--- config.mk ---
export PLATFORM = sky130hd
export DESIGN_NAME = key_press_gen
export DESIGN_NICKNAME = d
export VERILOG_FILES = /design/src/rtl/key_press_gen_pkg.sv /design/src/rtl/key_press_gen_lfsr16.sv /design/src/rtl/key_press_gen.sv
export SDC_FILE = /design/constraint.sdc
export NUM_CORES = 1
export LEC_CHECK = 0
export ABC_CLOCK_PERIOD_IN_PS = 2600
export CELL_PAD_IN_SITES_DETAIL_PLACEMENT = 1
export CELL_PAD_IN_SITES_GLOBAL_PLACEMENT = 1
export CORE_MARGIN = 8
export CORE_UTILIZATION = 42
export CTS_BUF_LIST = sky130_fd_sc_hd__clkbuf_16
export DETAILED_ROUTE_END_ITERATION = 6
export GPL_TIMING_DRIVEN = 0
export PLACE_DENSITY_LB_ADDON = 0.1
export REMOVE_ABC_BUFFERS = 1
export SLEW_MARGIN = 30
export SYNTH_ARGS = -nofsm -noshare
export SYNTH_HDL_FRONTEND = slang
export SYNTH_SLANG_ARGS = --single-unit
export TNS_END_PERCENT = 10
--- constraint.sdc ---
create_clock -name sys_clk -period 2.6 [get_ports sys_clk]
set_input_delay 0.52 -clock sys_clk [delete_from_list [all_inputs] [get_ports sys_clk]]
set_output_delay 0.52 -clock sys_clk [all_outputs]
set_load 0.01 [all_outputs]
--- src/rtl/key_press_gen_pkg.sv ---
// Shared definitions for the emulated key press generator: FSM encoding,
// LFSR taps and seed, and the LFSR feedback helpers.
`timescale 1ns/1ps
package key_press_gen_pkg;

  typedef enum logic [1:0] {
    IDLE     = 2'd0,
    P_BOUNCE = 2'd1,
    HOLD     = 2'd2,
    R_BOUNCE = 2'd3
  } state_t;

  // Taps 16,14,13,11 of a 16-bit Fibonacci LFSR (bit 15 is tap 16).
  localparam logic [15:0] LFSR_TAPS    = 16'hB400;
  localparam logic [15:0] DEFAULT_SEED = 16'hACE1;

  function automatic logic lfsr_fb(input logic [15:0] x);
    return ^(x & LFSR_TAPS);
  endfunction

  function automatic logic [15:0] lfsr_step(input logic [15:0] x);
    return {x[14:0], lfsr_fb(x)};
  endfunction

endpackage

--- src/rtl/key_press_gen_lfsr16.sv ---
// 16-bit Fibonacci LFSR that advances one step per enabled cycle.
`timescale 1ns/1ps
module lfsr16
  import key_press_gen_pkg::*;
#(
  parameter logic [15:0] SEED = DEFAULT_SEED
) (
  input  logic        clk,
  input  logic        rst_n,
  input  logic        en,
  output logic [15:0] value
);

  // An all-zero state would lock the register, so fall back to the default.
  localparam logic [15:0] INIT = (SEED == 16'd0) ? DEFAULT_SEED : SEED;

  logic [15:0] lfsr_reg;

  always_ff @(posedge clk or negedge rst_n) begin
    if (!rst_n) begin
      lfsr_reg <= INIT;
    end else if (en) begin
      lfsr_reg <= lfsr_step(lfsr_reg);
    end
  end

  assign value = lfsr_reg;

endmodule

--- src/rtl/key_press_gen.sv ---
// Emulates one active-low mechanical key press per start request:
// LFSR-driven press bounce, stable low hold, release bounce, back to idle.
`timescale 1ns/1ps
module key_press_gen
  import key_press_gen_pkg::*;
#(
  parameter logic [19:0] BOUNCE_MAX = 20'd249_999,
  parameter logic [7:0]  TOGGLE_DIV = 8'd99,
  parameter logic [15:0] LFSR_SEED  = 16'hACE1
) (
  input  logic        sys_clk,
  input  logic        sys_rst_n,
  input  logic        start,
  input  logic [23:0] hold_len,
  output logic        key_out,
  output logic        busy,
  output logic        done
);

  localparam logic [23:0] PHASE_END = {4'd0, BOUNCE_MAX};

  state_t      state_reg, state_next;
  logic [23:0] cnt_reg, cnt_next;
  logic [23:0] hold_reg, hold_next;
  logic [7:0]  div_reg, div_next;
  logic        key_reg, key_next;
  logic        busy_reg, busy_next;
  logic        done_reg, done_next;

  logic        in_bounce;
  logic        tick;
  logic [15:0] lfsr_value;

  assign in_bounce = (state_reg == P_BOUNCE) || (state_reg == R_BOUNCE);
  assign tick      = (div_reg == TOGGLE_DIV);

  lfsr16 #(
    .SEED (LFSR_SEED)
  ) u_lfsr (
    .clk   (sys_clk),
    .rst_n (sys_rst_n),
    .en    (in_bounce && tick),
    .value (lfsr_value)
  );

  always_ff @(posedge sys_clk or negedge sys_rst_n) begin
    if (!sys_rst_n) begin
      state_reg <= IDLE;
      cnt_reg   <= '0;
      hold_reg  <= '0;
      div_reg   <= '0;
      key_reg   <= 1'b1;
      busy_reg  <= 1'b0;
      done_reg  <= 1'b0;
    end else begin
      state_reg <= state_next;
      cnt_reg   <= cnt_next;
      hold_reg  <= hold_next;
      div_reg   <= div_next;
      key_reg   <= key_next;
      busy_reg  <= busy_next;
      done_reg  <= done_next;
    end
  end

  always_comb begin
    state_next = state_reg;
    cnt_next   = cnt_reg + 24'd1;
    div_next   = tick ? 8'd0 : div_reg + 8'd1;
    hold_next  = hold_reg;
    key_next   = key_reg;
    busy_next  = busy_reg;
    done_next  = 1'b0;

    case (state_reg)
      IDLE: begin
        cnt_next = '0;
        div_next = '0;
        // The completion cycle still counts as busy for new requests.
        if (start && !done_reg) begin
          state_next = P_BOUNCE;
          key_next   = 1'b0;
          busy_next  = 1'b1;
          hold_next  = (hold_len == 24'd0) ? 24'd1 : hold_len;
        end
      end
      P_BOUNCE: begin
        if (tick) begin
          key_next = lfsr_fb(lfsr_value);
        end
        if (cnt_reg == PHASE_END) begin
          state_next = HOLD;
          key_next   = 1'b0;
          cnt_next   = '0;
          div_next   = '0;
        end
      end
      HOLD: begin
        if (cnt_reg == hold_reg - 24'd1) begin
          state_next = R_BOUNCE;
          cnt_next   = '0;
          div_next   = '0;
        end
      end
      R_BOUNCE: begin
        if (tick) begin
          key_next = lfsr_fb(lfsr_value);
        end
        if (cnt_reg == PHASE_END) begin
          state_next = IDLE;
          key_next   = 1'b1;
          busy_next  = 1'b0;
          done_next  = 1'b1;
          cnt_next   = '0;
          div_next   = '0;
        end
      end
      default: begin
        state_next = IDLE;
      end
    endcase
  end

  assign key_out = key_reg;
  assign busy    = busy_reg;
  assign done    = done_reg;

endmodule

==> impl_metrics.tcl, run 1 <==
set metrics [dict create \
    status "finished, violations left" \
    syn2layout_area_growth_pct 21.7 \
    drc 0 \
    ys_ff_latch 77 \
    critical_path_class "flip-flop to flip-flop" \
    cts_inserted_buffers 9 \
    core_mm2 0.0102 \
    h-tree-depth 3 \
    cpMaxStageDelayCell "dfrtp_2" \
    die_x_um 118 \
    worstMarginPinSlew_ns 0.811 \
    final.setup.tns_ns -0.154 \
    firstDrtPassIters 4 \
    synth_top_family_by_area "simple AND/OR/NAND/NOR gates" \
    holdWs_ns 0.148 \
    critical_path_arrival_ns 2.92 \
    grt_max_degree 44 \
    grt_usage 0.174 \
    clk_latency_ns 0.34 \
    grt_overflow 0 \
    path_buf_inv 2 \
    cp-end-kind "flip-flop" \
    power.total_w 0.00252 \
    seq_area_frac_synth 0.444 \
    fin_crit_ns 2.67 \
    synth_warnings 0 \
    grt_pass1_wl_um 19500 \
    syn_area_per_cell_um2 10.2 \
    diodes 0 \
    fp.dieH_um 118 \
    async_flop_share 1.00 \
    rsz0062_at_grt "yes" \
    drive_gt1_frac 0.229 \
    fin_area_mm2 0.00531 \
    synth_xor_area_frac 0.118 \
    start_util 0.427 \
    hold_class "input port to asynchronous set/reset pin" \
    cp_max_fo 6 \
    max_freq_mhz 375 \
    avgRoutedWirePerCell_um 19.0 \
    fin_crit_sh 1.03 \
    synth_cell_types 53 \
    synth_edf_count 0 \
    reg2reg_from "hold_reg[6]$_DFFE_PN0P_" \
    violations "negative setup slack" \
    port_buffers 29 \
    synth-compound-area-share 0.0679 \
    fin_skew_ns 0.0107 \
    place_congestion 0.822 \
    worstPathRequired_ns 2.86 \
    antenna_found_initial 0 \
    timing.final.ws_setup_ns -0.0664 \
    yosys.area_share.adder 0.0229 \
    nets 497 \
    routed_wl_um 11500 \
    first_global_vias 3651 \
    netlist_instances 429 \
    synth_mux_area_frac 0.101 \
    fin_util 0.519 \
    io_pins 30 \
    drtIter0Drc 191 \
    worstSetupStartpoint "hold_reg[6]$_DFFE_PN0P_" \
    start_kind "flip-flop" \
    max_cap_violations 0 \
    peakVddDrop_mv 0.439 \
    crit_family "simple AND/OR/NAND/NOR gates" \
    cts_tree "yes" \
    critPathMaxStageDelay_ns 0.46 \
    powerDensity_mw_per_mm2 474 \
    die_area_mm2 0.0139 \
    slew_headroom 0.460 \
    clock_sinks 77 \
    vias 3366 \
    finalHoldViolCount 0 \
    via_per_inst 5.58 \
    cp_cell_sequence "nor4_4 -> buf_4 -> nand3_1 -> o31ai_1 -> o21ai_2 -> nor4_4 -> buf_6 -> mux2_2 -> o211ai_1" \
    synth_flop_cell "dfrtp_1" \
    cp_common_cell "nor4_4" \
    drv_slew 0 \
    synthesis.area_mm2 0.00437 \
    root_buffer "clkbuf_16" \
    setup_viol 6 \
    dpl-instance-area_mm2 0.00475 \
    yosys.area_share.simple 0.209 \
    power.leakage_nw 2.26 \
    ant_nets 0 \
    clock_path_buffers 2 \
    clk_pin_slew_ns 0.06 \
    row_count 37 \
    hpwlAfterDp_um 7820 \
]
[repair_timing]
action	CTS	global route
resized for setup	23	14
hold buffers	0	0
pin swaps	16	7
setup buffers	8	1
hold endpoints to repair	0	0
endpoints found under the setup margin	51	50
gates cloned	2	0
[routing by layer]
layer	share of wire	vias up	track usage	wire length [um]
met3	0.039	11	0.0532	452
li1	-	1597	-	-
met4	0.014	0	0.0472	156
met2	0.47	51	0.277	5420
met1	0.47	1707	0.224	5440
met5	0	-	0	0
[cell type report]
| cell class | count | area (um^2) |
|---|---|---|
| clock buffers | 9 | 225 |
| fillers | 1123 | 4920 |
| inverters | 16 | 60.1 |
| repair buffers | 39 | 392 |
| well taps | 136 | 170 |
| clock inverters | 7 | 66.3 |
| multi-input cells | 319 | 2450 |
| flip-flops and latches | 77 | 1950 |
[final timing paths]
kind	endpoint	slack [ns]	cells past startpoint
worst max-delay path	state_reg[1]$_DFFE_PN0P_	-0.07	9
worst min-delay path	div_reg[7]$_DFF_PN0_	0.15	1
worst max register to register	state_reg[1]$_DFFE_PN0P_	-0.07	9
worst min register to register	u_lfsr.value[0]$_DFFE_PN1P_	0.50	2
max in group asynchronous	u_lfsr.value[5]$_DFFE_PN1P_	1.78	2
min in group sys_clk	u_lfsr.value[0]$_DFFE_PN1P_	0.50	2
[synthesized netlist by cell type (2+ instances only)]
cell type	count	area share
nor4_1	14	0.020
nor3b_1	2	0.0034
nand4_1	14	0.020
nand3b_1	2	0.0034
ha_1	8	0.023
and3_1	3	0.0043
inv_1	16	0.014
or2_2	2	0.0029
o21ai_0	7	0.0080
and4b_1	2	0.0046
xor2_1	21	0.042
a211oi_1	2	0.0034
a31oi_1	5	0.0072
dfrtp_1	68	0.39
nand3_1	14	0.016
nor4b_1	5	0.010
a21oi_1	6	0.0069
nand2_1	21	0.018
xnor2_1	38	0.076
buf_6	4	0.010
and4_1	3	0.0060
or3_1	3	0.0043
nand2b_1	4	0.0057
a21o_1	2	0.0034
o211ai_1	2	0.0034
nor2b_1	3	0.0043
nor2_1	47	0.040
o22ai_1	2	0.0029
nor3_1	17	0.019
o31ai_1	4	0.0069
clkbuf_1	15	0.013
nor4_2	3	0.0086
dfstp_2	9	0.054
or4_1	4	0.0069
mux2_2	39	0.10
[where the power goes]
part           internal [W]   total, W  leakage [nW]  switching (W)
Combinational     0.0000391  0.0000767          1.13      0.0000376
Sequential          0.00120    0.00120         0.989              0
Clock              0.000736    0.00124         0.135       0.000508
Total               0.00197    0.00252          2.26       0.000545
[cells by family after synthesis]
| group | after synthesis |
|---|---|
| xor gates and xnor gates | 59 |
| muxes | 39 |
| adders and majority gates | 8 |
| DFF | 77 |
| buffers and inverters | 35 |
| and+or+nand+nor | 168 |
| AOI/OAI and AO/OA | 43 |
[cells in the final DEF, fill, tap and decap left out, drive strengths merged, types with 6 or more instances in the layout]
cell type,n
dfstp,9
nor2,47
clkbuf,9
a21oi,6
clkdlybuf4s50,28
buf,11
xor2,21
nand4,14
nor4,17
nand2,21
xnor2,38
ha,8
nand3,14
inv,16
o21ai,8
mux2,39
dfrtp,68
nor3,17
[through the flow]
step,setup WS (ns),cells
3_3_place_gp,-1.72,575
4_1_cts,-0.117,602
2_1_floorplan,-0.0938,410
6_report,-0.0664,603
3_5_place_dp,-0.974,576
5_1_grt,-0.175,603
(Power assumes the default switching activity.)
==> run 2: changes to the inputs <==
--- a/config.mk
+++ b/config.mk
@@ -14,7 +14,6 @@
 export DETAILED_ROUTE_END_ITERATION = 6
 export GPL_TIMING_DRIVEN = 0
 export PLACE_DENSITY_LB_ADDON = 0.1
-export REMOVE_ABC_BUFFERS = 1
 export SLEW_MARGIN = 30
 export SYNTH_ARGS = -nofsm -noshare
 export SYNTH_HDL_FRONTEND = slang
==> run 2 against run 1 <==
  * The flow still finishes with violations (negative setup slack)
  * Global-route usage grew 0.16 points
  * Sequential share of layout area shrank 1.7 points
  * Clock power grew 14%
  * Count of clock-buffer cells in the layout is the same
  * Non-clock buffer count grew 33
  * Critical path depth grew 1
  * Fmax shrank 5.5%
  * Critical endpoint unchanged
  * Sequential cell count is the same
  * First-iteration DRC count shrank 23%
==> impl_metrics.tcl, run 2 (synthesis results as in run 1) <==
set metrics [dict create \
    status "finished, violations left" \
    violations "negative setup slack" \
    cp_max_fo 5 \
    hold_class "input port to asynchronous set/reset pin" \
    peakVddDrop_mv 0.270 \
    power.leakage_nw 2.41 \
    timing.final.ws_setup_ns -0.220 \
    mostFrequentLayoutCells "dfrtp_1, nor2_1, xnor2_1, mux2_2, clkdlybuf4s50_1" \
    syn2layout_area_growth_pct 27.5 \
    routed_wl_um 12400 \
    cp-end-kind "flip-flop" \
    crit_family "simple AND/OR/NAND/NOR gates" \
    critical_path_class "flip-flop to flip-flop" \
    row_count 37 \
    die_x_um 118 \
    clk_latency_ns 0.34 \
    fin_crit_ns 2.82 \
    powerDensity_mw_per_mm2 482 \
    fin_util 0.544 \
    via_per_inst 5.58 \
    cpMaxStageDelayCell "o31ai_1" \
    grt_max_degree 42 \
    ant_nets 0 \
    rr_endpoint "state_reg[1]$_DFFE_PN0P_" \
    reg2reg_from "hold_reg[1]$_DFFE_PN0P_" \
    clock_path_buffers 2 \
    first_global_vias 3792 \
    cts_inserted_buffers 9 \
    slew_headroom 0.573 \
    antenna_found_initial 0 \
    rsz0062_at_grt "yes" \
    clock_sinks 77 \
    nets 528 \
    crit_cells 10 \
    worstPathRequired_ns 2.86 \
    critical_path_arrival_ns 3.08 \
    core_mm2 0.0102 \
    start_util 0.427 \
    p_switching_w 0.000587 \
    diodes 0 \
    layout_commonest_cell "dfrtp_1" \
    p_comb_frac 0.028 \
    switching_share 0.219 \
    cp_cell_sequence "inv_1 -> ha_1 -> nor2b_2 -> nand3_1 -> o31ai_1 -> o21ai_2 -> nor4_4 -> buf_4 -> mux2_4 -> o211ai_1" \
    syn-num-nets 464 \
    clockPowerShare 0.525 \
    fin_skew_ns 0.00678 \
    io_pins 30 \
    critPathMaxStageDelay_ns 0.45 \
    p_seq_frac 0.447 \
    clk_pin_slew_ns 0.07 \
    hpwlAfterDp_um 8380 \
    fp.dieH_um 118 \
    drive_gt1_frac 0.253 \
    worstMarginPinSlew_ns 0.641 \
    rr_worst_depth 10 \
    drc 0 \
    drv_slew 0 \
    reg2reg_slack_ns -0.22 \
    max_cap_violations 0 \
    die_area_mm2 0.0139 \
    start_kind "flip-flop" \
    internal-power_w 0.00210 \
    cts_tree "yes" \
    max_freq_mhz 355 \
    avgRoutedWirePerCell_um 19.5 \
    grt_pass1_wl_um 19700 \
    vias 3535 \
    grt_usage 0.176 \
    place_congestion 0.767 \
    fin_crit_sh 1.08 \
    path_buf_inv 2 \
    root_buffer "clkbuf_16" \
    firstDrtPassIters 4 \
    port_buffers 29 \
    grt_overflow 0 \
    finalHoldViolCount 0 \
    cts_hold_buf 0 \
    h-tree-depth 3 \
    drtIter0Drc 148 \
    power.total_w 0.00268 \
    setup_viol 34 \
]
==> run 2: changes by cell type in the layout (fill, tap and decap cells not counted), moves of 2 or more <==
cell,change
inv_6,+3
a211o_4,-2
dfrtp_1,+2
nor3_2,-2
nor2_1,-2
nor2_4,+2
clkinv_2,-2
buf_4,+16
clkbuf_1,+12
dfrtp_2,-2
clkbuf_16,+2
clkinvlp_4,-2
buf_8,+3
nor4_2,+2
==> run 2: through the flow <==
step           cells  hold WS, ns  setup WS [ns]  setup TNS (ns)  cell area (um^2)
2_1_floorplan    429        0.224         0.0170               0              4370
3_3_place_gp     594        0.456          -1.76         -150.77              4830
3_5_place_dp     595        0.453         -0.587          -23.89              4850
4_1_cts          627       0.0843         -0.106           -2.89              5380
5_1_grt          634        0.103         -0.360          -10.43              5570
6_report         634       0.0725         -0.220           -5.63              5570
==> run 2: metal layers <==
layer | routed length, um | up-vias | GRT usage
li1 | - | 1662 | -
met1 | 5450 | 1785 | 0.219
met2 | 6100 | 67 | 0.285
met3 | 563 | 21 | 0.0432
met4 | 270 | 0 | 0.0689
met5 | 0 | - | 0
==> run 2: worst max-delay path by stage <==
| stage | slack (ns) | to | startpoint |
|---|---|---|---|
| after floorplan | 0.02 | div_reg[5]$_DFF_PN0_ | hold_reg[3]$_DFFE_PN0P_ |
| after global placement | -1.76 | u_lfsr.value[8]$_DFFE_PN0P_ | sys_rst_n |
| after detailed placement | -0.59 | div_reg[5]$_DFF_PN0_ | hold_reg[3]$_DFFE_PN0P_ |
| after CTS | -0.11 | div_reg[5]$_DFF_PN0_ | hold_reg[3]$_DFFE_PN0P_ |
| after global routing | -0.36 | state_reg[1]$_DFFE_PN0P_ | hold_reg[0]$_DFFE_PN0P_ |
| final | -0.22 | state_reg[1]$_DFFE_PN0P_ | hold_reg[1]$_DFFE_PN0P_ |
==> run 2: cell type report <==
type	instances	area, um^2
timing repair buffer	56	542
sequential	77	1940
clock buffer	9	225
multi-input combinational	317	2420
buffer	16	95.1
inverter	16	60.1
clock inverter	7	105
tap	136	170
fill	1114	4670
==> run 2: repair_timing <==
action | CTS | global route
gates resized for setup | 19 | 22
pin swaps | 8 | 13
cloned | 0 | 2
buffers inserted | 16 | 8
setup endpoints to repair | 51 | 43
==> run 2: worst register-to-register path, delay by kind of cell, from the launching register on <==
family,cells,cell delay (ns)
compound gates,3,0.69
fa+ha+maj,1,0.26
buf+inv,2,0.28
flops,1,0.44
mux,1,0.30
simple gates,3,0.78
==> run 2: power groups by stage <==
stage	registers, W	clock network, W	logic (W)
3_3_place_gp	0.00122	0	0.0000732
2_1_floorplan	0.00122	0	0.00000318
4_1_cts	0.00120	0.00144	0.0000789
6_report	0.00120	0.00141	0.0000761
3_5_place_dp	0.00122	0	0.0000786
5_1_grt	0.00120	0.00149	0.0000856
==> run 3: changes to the inputs <==
--- a/config.mk
+++ b/config.mk
@@ -14,7 +14,7 @@
 export DETAILED_ROUTE_END_ITERATION = 6
 export GPL_TIMING_DRIVEN = 0
 export PLACE_DENSITY_LB_ADDON = 0.1
-export SLEW_MARGIN = 30
+export SLEW_MARGIN = 20
 export SYNTH_ARGS = -nofsm -noshare
 export SYNTH_HDL_FRONTEND = slang
 export SYNTH_SLANG_ARGS = --single-unit
==> run 3 against run 2 <==
  * The flow still finishes with violations (negative setup slack)
  * Register-to-register slack gained 0.12 ns
  * Sequential cell count unchanged
  * Global-route usage shrank 0.55 points
  * Worst hold slack gained 0.0051 ns
  * Non-clock buffer count down 19
  * Count of clock-buffer cells in the layout is the same
  * Via count is 2.8% lower
  * First-iteration DRC count fell by 25%
  * Sequential share of layout area is 1.3 points higher
  * Setup slack improved by 0.12 ns
  * Combinational power increased by 1%
  * Clock skew increased by 0.0028 ns
  * Critical path type unchanged
  * Largest power group unchanged
==> impl_metrics.tcl, run 3 (synthesis results as in run 1) <==
set metrics [dict create \
    status "finished, violations left" \
    violations "negative setup slack" \
    clk_pin_slew_ns 0.06 \
    drive_gt1_frac 0.225 \
    finalHoldViolCount 0 \
    holdWs_ns 0.0776 \
    clk_latency_ns 0.34 \
    drc 0 \
    p_switching_w 0.000551 \
    cts_tree "yes" \
    crit_cells 11 \
    grt_overflow 0 \
    via_per_inst 5.59 \
    critical_path_class "flip-flop to flip-flop" \
    max_cap_violations 0 \
    ant_nets 0 \
    rsz0062_at_grt "yes" \
    power.leakage_nw 2.28 \
    fill_cells 1105 \
    routed_wl_um 11400 \
    fin_crit_ns 2.71 \
    fin_skew_ns 0.00962 \
    hold_class "input port to asynchronous set/reset pin" \
    max_freq_mhz 370 \
    drtIter0Drc 111 \
    clockPowerShare 0.497 \
    grt_usage 0.170 \
    cts_inserted_buffers 9 \
    setup_viol 33 \
    start_util 0.427 \
    cp_common_cell "buf_4" \
    grt_pass1_wl_um 19100 \
    peakVddDrop_mv 0.395 \
    clock_path_buffers 2 \
    final.setup.tns_ns -0.793 \
    critPathMaxStageDelay_ns 0.37 \
    crit_family "compound AO/OA/AOI/OAI gates" \
    slew_headroom 0.590 \
    io_pins 30 \
    hpwlAfterDp_um 8290 \
    path_buf_inv 4 \
    vias 3437 \
    rr_worst_depth 11 \
    cp-end-kind "flip-flop" \
    place_inst 595 \
    powerDensity_mw_per_mm2 473 \
    p_comb_frac 0.030 \
    internal-power_w 0.00199 \
    syn-num-nets 464 \
    clock_sinks 77 \
    grt_max_degree 55 \
    port_buffers 29 \
    worstPathRequired_ns 2.85 \
    die_x_um 118 \
    root_buffer "clkbuf_16" \
    antenna_found_initial 0 \
    cpMaxStageDelayCell "a211o_4" \
    core_mm2 0.0102 \
    first_global_vias 3788 \
    crit_end "div_reg[6]$_DFF_PN0_" \
    place_congestion 0.767 \
    reg2reg_from "hold_reg[8]$_DFFE_PN0P_" \
    critical_path_arrival_ns 2.95 \
    timing.final.ws_setup_ns -0.105 \
    mostFrequentLayoutCells "dfrtp_1, nor2_1, mux2_2" \
    nets 509 \
    fin_cells 615 \
    p_seq_frac 0.473 \
    switching_share 0.217 \
    layout_commonest_cell "dfrtp_1" \
    avgRoutedWirePerCell_um 18.5 \
    firstDrtPassIters 4 \
    syn2layout_area_growth_pct 22.8 \
    row_count 37 \
    diodes 0 \
    reg2reg_slack_ns -0.11 \
    rr_endpoint "div_reg[6]$_DFF_PN0_" \
    cp_cell_sequence "clkbuf_1 -> nor4_1 -> nand4_1 -> buf_4 -> o211a_1 -> o21ai_1 -> nor4_2 -> buf_4 -> a211o_4 -> buf_4 -> nor3_1" \
    die_area_mm2 0.0139 \
    start_kind "flip-flop" \
    fp.dieH_um 118 \
    cp_max_fo 8 \
    worstMarginPinSlew_ns 0.615 \
    drv_slew 0 \
    dp_slack_ns -0.602 \
    h-tree-depth 3 \
    fin_crit_sh 1.04 \
    worstSetupStartpoint "hold_reg[8]$_DFFE_PN0P_" \
]
run 3: cell types whose count changed in the layout (fill, tap and decap cells not counted), sizes merged:
cell    previous run  this run
clkbuf            24        21
bufinv             2         1
buf               29        13
clkinv             0         4
inv               20        17
run 3: repair_timing:
item                                    in CTS  in global routing
cloned                                       0                  0
pin swaps                                    9                  6
hold buffers                                 0                  0
buffers inserted                             4                  2
hold endpoints to repair                     0                  0
resized for setup                           20                 21
endpoints found under the setup margin      51                 42
run 3: final cells by class:
cell class                 count  area, um^2  share of cell area
buffer                        17         103              0.0191
clock buffer                   9         225              0.0420
clock inverter                 7        73.8              0.0138
inverter                      16        60.1              0.0112
multi-input combinational    317        2430               0.453
sequential                    77        1940               0.362
tap                          136         170              0.0317
timing repair buffer          36         360              0.0672
run 3: metrics by stage:
stage / util / instance area (um^2) / power, W
detailed placement: 0.474 / 4850 / 0.00130
finish: 0.524 / 5360 / 0.00254
floorplan: - / 4370 / 0.00122
global route: 0.524 / 5360 / 0.00264
global placement: 0.472 / 4830 / 0.00129
CTS: 0.516 / 5280 / 0.00258
run 3: layer usage:
layer | vias up | track usage | share of wire
li1 | 1623 | - | -
met5 | - | 0 | 0
met1 | 1749 | 0.206 | 0.45
met2 | 45 | 0.283 | 0.49
met3 | 20 | 0.0412 | 0.035
met4 | 0 | 0.0721 | 0.024
run 3: worst min path at each step:
stage	startpoint	to	slack, ns	cells past startpoint
2_1_floorplan	sys_rst_n	busy$_DFFE_PN0P_	0.22	0
3_3_place_gp	div_reg[0]$_DFF_PN0_	div_reg[0]$_DFF_PN0_	0.46	1
3_5_place_dp	sys_rst_n	hold_reg[20]$_DFFE_PN0P_	0.45	1
4_1_cts	sys_rst_n	hold_reg[20]$_DFFE_PN0P_	0.08	1
5_1_grt	sys_rst_n	hold_reg[17]$_DFFE_PN0P_	0.09	1
6_report	sys_rst_n	hold_reg[20]$_DFFE_PN0P_	0.08	1
run 3: power by group through the flow:
stage	Clock [W]	Combinational (W)	Sequential (W)
6_report	0.00126	0.0000770	0.00120
5_1_grt	0.00135	0.0000862	0.00120
4_1_cts	0.00130	0.0000799	0.00120
3_5_place_dp	0	0.0000797	0.00122
3_3_place_gp	0	0.0000732	0.00122
2_1_floorplan	0	0.00000318	0.00122
